--- src/rtl/axi_dma_rd_burst_sched.sv ---
// rtl/axi_dma_rd_burst_sched.sv - AXI3 read burst scheduler: splits a DMA read command into 16-beat/4KB-legal INCR bursts
module axi_dma_rd_burst_sched #(
    parameter logic ID_VAL          = 1'b0,
    parameter int   MAX_OUTSTANDING = 4
) (
    input  logic        clk,
    input  logic        rst,
    input  logic        cmd_valid,
    output logic        cmd_ready,
    input  logic [31:0] cmd_addr,
    input  logic [15:0] cmd_beats,
    input  logic [1:0]  cmd_size,
    output logic        arid,
    output logic [31:0] araddr,
    output logic [3:0]  arlen,
    output logic [1:0]  arsize,
    output logic        arvalid,
    input  logic        arready,
    input  logic        rvalid,
    output logic        rready,
    input  logic        rlast,
    input  logic [1:0]  rresp,
    output logic        busy,
    output logic        done,
    output logic        err
);

    typedef enum logic [2:0] {S_IDLE, S_CALC, S_ISSUE, S_DRAIN, S_FIN} state_t;

    localparam logic [3:0] MAX_OUT   = 4'(MAX_OUTSTANDING);
    localparam logic [1:0] RESP_OKAY = 2'b00;

    state_t      state_q, state_d;
    logic [31:0] addr_q, addr_d;
    logic [15:0] rem_q, rem_d;
    logic [1:0]  size_q, size_d;
    logic [31:0] araddr_q, araddr_d;
    logic [3:0]  arlen_q, arlen_d;
    logic [1:0]  arsize_q, arsize_d;
    logic [4:0]  burst_n_q, burst_n_d;
    logic [3:0]  outst_q, outst_d;
    logic        sticky_q, sticky_d;

    logic [1:0]  shift;
    logic [12:0] to4k;
    logic [12:0] lim;
    logic [4:0]  n_calc;
    logic        ar_fire, r_fire, r_last_fire, cmd_illegal;

    assign shift       = (size_q == 2'b00) ? 2'd0 : (size_q == 2'b01) ? 2'd1 : 2'd2;
    assign to4k        = (13'h1000 - {1'b0, addr_q[11:0]}) >> shift;
    assign lim         = (to4k < 13'd16) ? to4k : 13'd16;
    assign n_calc      = (rem_q < {3'b0, lim}) ? rem_q[4:0] : lim[4:0];

    assign ar_fire     = arvalid & arready;
    assign r_fire      = rvalid & rready;
    assign r_last_fire = r_fire & rlast;
    assign cmd_illegal = (cmd_beats == 16'd0)
                       || ((cmd_size == 2'b01) && cmd_addr[0])
                       || (cmd_size[1] && (cmd_addr[1:0] != 2'b00));

    always_comb begin
        state_d   = state_q;
        addr_d    = addr_q;
        rem_d     = rem_q;
        size_d    = size_q;
        araddr_d  = araddr_q;
        arlen_d   = arlen_q;
        arsize_d  = arsize_q;
        burst_n_d = burst_n_q;
        outst_d   = outst_q;
        sticky_d  = sticky_q;

        // an rlast with nothing outstanding is dropped from the count but poisons the command
        if (ar_fire && !(r_last_fire && outst_q != 4'd0)) begin
            outst_d = outst_q + 4'd1;
        end else if (!ar_fire && r_last_fire && outst_q != 4'd0) begin
            outst_d = outst_q - 4'd1;
        end
        if (r_fire && rresp != RESP_OKAY) sticky_d = 1'b1;
        if (r_last_fire && outst_q == 4'd0) sticky_d = 1'b1;

        case (state_q)
            S_IDLE: begin
                if (cmd_valid) begin
                    addr_d   = cmd_addr;
                    rem_d    = cmd_beats;
                    size_d   = cmd_size;
                    arsize_d = cmd_size;
                    if (cmd_illegal) begin
                        sticky_d = 1'b1;
                        state_d  = S_FIN;
                    end else begin
                        state_d  = S_CALC;
                    end
                end
            end
            S_CALC: begin
                araddr_d  = addr_q;
                arlen_d   = 4'(n_calc - 5'd1);
                burst_n_d = n_calc;
                state_d   = S_ISSUE;
            end
            S_ISSUE: begin
                if (ar_fire) begin
                    addr_d  = addr_q + ({27'b0, burst_n_q} << shift);
                    rem_d   = rem_q - {11'b0, burst_n_q};
                    state_d = (rem_q == {11'b0, burst_n_q}) ? S_DRAIN : S_CALC;
                end
            end
            // looking at the next count lets done follow the final rlast by one cycle
            S_DRAIN: begin
                if (outst_d == 4'd0) state_d = S_FIN;
            end
            S_FIN: begin
                sticky_d = 1'b0;
                state_d  = S_IDLE;
            end
            default: state_d = S_IDLE;
        endcase
    end

    always_ff @(posedge clk) begin
        if (rst) begin
            state_q   <= S_IDLE;
            addr_q    <= 32'd0;
            rem_q     <= 16'd0;
            size_q    <= 2'd0;
            araddr_q  <= 32'd0;
            arlen_q   <= 4'd0;
            arsize_q  <= 2'd0;
            burst_n_q <= 5'd0;
            outst_q   <= 4'd0;
            sticky_q  <= 1'b0;
        end else begin
            state_q   <= state_d;
            addr_q    <= addr_d;
            rem_q     <= rem_d;
            size_q    <= size_d;
            araddr_q  <= araddr_d;
            arlen_q   <= arlen_d;
            arsize_q  <= arsize_d;
            burst_n_q <= burst_n_d;
            outst_q   <= outst_d;
            sticky_q  <= sticky_d;
        end
    end

    // arvalid only rises once a slot is free, and no slot is consumed until it is accepted
    assign arvalid   = (state_q == S_ISSUE) && (outst_q < MAX_OUT);
    assign arid      = ID_VAL;
    assign araddr    = araddr_q;
    assign arlen     = arlen_q;
    assign arsize    = arsize_q;
    assign cmd_ready = (state_q == S_IDLE);
    assign busy      = (state_q != S_IDLE);
    assign rready    = (state_q == S_CALC) || (state_q == S_ISSUE) || (state_q == S_DRAIN);
    assign done      = (state_q == S_FIN);
    assign err       = (state_q == S_FIN) && sticky_q;

endmodule

--- config.mk ---
export PLATFORM = sky130hd
export DESIGN_NAME = axi_dma_rd_burst_sched
export DESIGN_NICKNAME = d
export VERILOG_FILES = /design/src/rtl/axi_dma_rd_burst_sched.sv
export SDC_FILE = /design/constraint.sdc
export NUM_CORES = 1
export LEC_CHECK = 0
export CAP_MARGIN = 20
export CORE_ASPECT_RATIO = 2
export CORE_MARGIN = 2
export CORE_UTILIZATION = 51
export CTS_BUF_LIST = sky130_fd_sc_hd__clkbuf_16
export DETAILED_ROUTE_END_ITERATION = 10
export GPL_ROUTABILITY_DRIVEN = 0
export PLACE_DENSITY = 0.75
export SYNTH_ARGS = -nofsm -noshare
export SYNTH_HDL_FRONTEND = slang
export SYNTH_SLANG_ARGS = --single-unit
--- constraint.sdc ---
create_clock -name clk -period 6 [get_ports clk]
set_input_delay 1.2 -clock clk [delete_from_list [all_inputs] [get_ports clk]]
set_output_delay 1.2 -clock clk [all_outputs]
set_load 0.01 [all_outputs]
==> qor.yml <==
clock_network:
  cts_resized: 0
  h-tree-depth: 3
  post_cts_buffers: 0
  clockBufferDepth: 2
  tritoncts: "done"
  cts_sinks: 99
  cts_root_buffer: "clkbuf_16"
  numCtsBuffers: 9
  clock_latency_ns: 0.36
  path_clk_slew_ns: 0.08
  holdBufCountCts: 0
cells_and_area:
  syn2layout_area_growth_pct: 22.0
  drive_above_1_share_pct: 5.16
  stdcell_count: 1058
  fin_nets: 995
  antenna_cells: 0
sta:
  setup_viol: 0
  fin_tns_setup_ns: 0
  period_needed_ns: 4.69
  fin_crit_sh_pct: 78.2
  rsz0062_at_grt: "false"
  worst_pin_slew_ns: 1.10
  finClkSkew_ns: 0.0101
  relSlewSlack_pct: 26.7
  hold_violations: 0
  final_max_slew_viol_count: 0
  fmax_ghz: 0.213
logic_synthesis:
  yosysWarnings: 0
  synthArstFlopShare_pct: 0
  synth_top_area_share_pct: 31.5
  synth-edff-count: 0
  syn_area_um2: 6300
  postSynthAreaPerCell_um2: 7.54
  synth_ff_type: "dfxtp_1"
  synth.distinct_cells: 76
  ys_seq_elements: 99
  ys_seq_area_share_pct: 31.5
  synthCells: 835
  netlist_top_cells_area: "dfxtp_1, nand2_1, ha_1, a21oi_1, nor2_1"
  netlist.top_cell.by_area: "dfxtp_1"
placement:
  hpwlAfterDp_mm: 13.8
  placed_cells: 1041
  portBuffers: 101
route:
  firstDrtPassIters: 5
  postRouteAntennaNets: 0
  vias_per_cell: 6.35
  drt-initial-drc-count: 442
  post-route-drc-count: 0
  finalWirelength_mm: 19.2
  wl_per_cell_um: 18.2
  vias: 6714
global_routing:
  antenna_found_initial: 0
  grt-ovfl-total: 0
  grt_usage_pct: 29.7
  grt_pass1_vias: 6555
  grt_max_degree: 62
  grt_pass1_wl_mm: 31.0
floorplan:
  rows: 57
  core_region_area_um2: 12100
  die_w_um: 82.6
  die_area_um2: 13300
  start_util_pct: 51.9
  die_y_um: 161
  boundaryPins: 103
critical_path:
  path_max_fanout: 8
  cp_cell_sequence: "inv_1, ha_1, or3b_1, and4_1, a31oi_1, nand3_1, and3_1, ha_1, a21o_1, a21o_1, a21oi_1, nand2_1, a21oi_1, o21ai_4, mux2_4, ha_1, nor3_1, nand3_1, nand3_1"
  end_kind: "register"
  ff2ff_path_depth: 19
  critPathSlowestCell: "a21oi_1"
  worstPathRequired_ns: 6.30
  start_kind: "register"
  r2r-end: "arlen[2]"
  reg2reg_from: "addr_q[1]"
  critPathKind: "reg -> reg"
  critPathMaxStageDelay_ns: 0.46
  cp.arrival_ns: 4.99
  startpoint: "addr_q[1]"
  r2r_slack_ns: 1.31
  endpoint: "arlen[2]"
hold_path:
  hold_class: "reg -> reg"
power:
  ir_drop_mv: 0.209
  power_density_nw_per_um2: 357
  p_leak_nw: 2.87
flow_run:
  maxCapViolCount: 0
run_status:
  status: "finished, final reports clean"
## layout by cell type (no fill, tap or decap), types with 11 or more instances in the layout
| master | count |
|---|---|
| a211oi_1 | 28 |
| dfxtp_1 | 99 |
| nand2_1 | 125 |
| nand4_1 | 13 |
| inv_1 | 25 |
| nor2_1 | 93 |
| nand3_1 | 18 |
| o21ai_0 | 27 |
| clkdlybuf4s50_1 | 100 |
| a21oi_1 | 72 |
| and3_1 | 15 |
| nor3_1 | 27 |
| a21o_1 | 11 |
| ha_1 | 29 |
| nor4_1 | 15 |
## critical path, delay by kind of cell, from the launching register on
kind                     cells  cell delay [ns]
AO/OA/AOI/OAI                6             1.29
adder cells (fa/ha/maj)      3             0.79
buffers and inverters        1             0.14
flip-flops                   1             0.36
multiplexers                 1             0.35
AND/OR/NAND/NOR              8             1.70
## metal layers
layer	GRT usage, %	up-vias	routed length, um
met5	0	-	0
met4	17.1	0	1050
met3	3.91	81	975
met2	52.9	288	10200
met1	32.2	3171	7030
li1	-	3174	-
## state kept, by name, indices dropped and copies added (netlist names)
signal     cells
state_q        3
araddr        32
sticky_q       1
addr_q        32
rem_q         16
burst_n_q      5
arsize         2
outst_q        4
arlen          4
## worst min-delay path by stage
stage	start	endpoint	slack (ns)	cells past startpoint
after CTS	araddr[10]	araddr[10]	0.46	2
after global routing	araddr[23]	araddr[23]	0.48	2
final	araddr[24]	araddr[24]	0.46	2
after floorplan	addr_q[25]	araddr[25]	0.44	2
after detailed placement	araddr[27]	araddr[27]	0.45	2
after global placement	araddr[0]	araddr[0]	0.45	2
## final cells by class
type	count	area [um^2]
Clock buffer	9	225
Clock inverter	7	91.3
Fill cell	1104	4440
Inverter	25	93.8
Multi-Input combinational cell	663	4030
Sequential cell	99	1980
Tap cell	147	184
Timing Repair Buffer	108	1070
## synthesized netlist by cell type (4+ instances only)
cell	count
and2_1	6
nand2_1	126
o31ai_1	5
a22oi_1	7
nor3_1	27
buf_2	4
dfxtp_1	99
o21ai_0	27
nor2b_1	9
and4_1	5
o21a_1	7
nand3_1	18
clkbuf_1	47
nor4_1	15
and3_1	15
o21ai_1	10
nor2_1	94
or3_1	5
mux2i_1	8
nand4_1	13
xnor2_1	9
a21oi_1	72
a311oi_1	9
ha_1	29
nor3b_1	5
a211oi_1	28
o22ai_1	5
a21o_1	11
a31oi_1	9
o211ai_1	8
inv_1	25
## kinds of logic (layout without fill, tap and decap cells)
| group | Yosys count | after routing | share of synthesized area (%) |
|---|---|---|---|
| and+or+nand+nor | 357 | 357 | 26.9 |
| DFF | 99 | 99 | 31.5 |
| xor gates and xnor gates | 12 | 12 | 1.67 |
| adders and majority gates | 31 | 31 | 6.40 |
| muxes | 15 | 15 | 2.64 |
| other | 2 | 10 | 0.119 |
| AOI/OAI and AO/OA | 238 | 238 | 25.6 |
| buffers and inverters | 81 | 149 | 5.21 |
## power breakdown
part	switching (W)	internal (W)
sequential	0.000165	0.000767
combinational	0.000691	0.000493
clock	0.000288	0.000335
total	0.00114	0.00159
## through the flow
stage	total power [W]	hold slack (ns)	instance area (um^2)	util, %	worst slack (ns)
detailed placement	0.00209	0.449	7340	60.6	1.47
global route	0.00291	0.477	7680	63.3	1.08
CTS	0.00272	0.461	7660	63.2	1.41
floorplan	0.00174	0.440	6330	-	1.75
finish	0.00274	0.457	7680	63.3	1.31
global placement	0.00205	0.446	7340	60.6	1.69
Power figures use the tool's default switching activity.
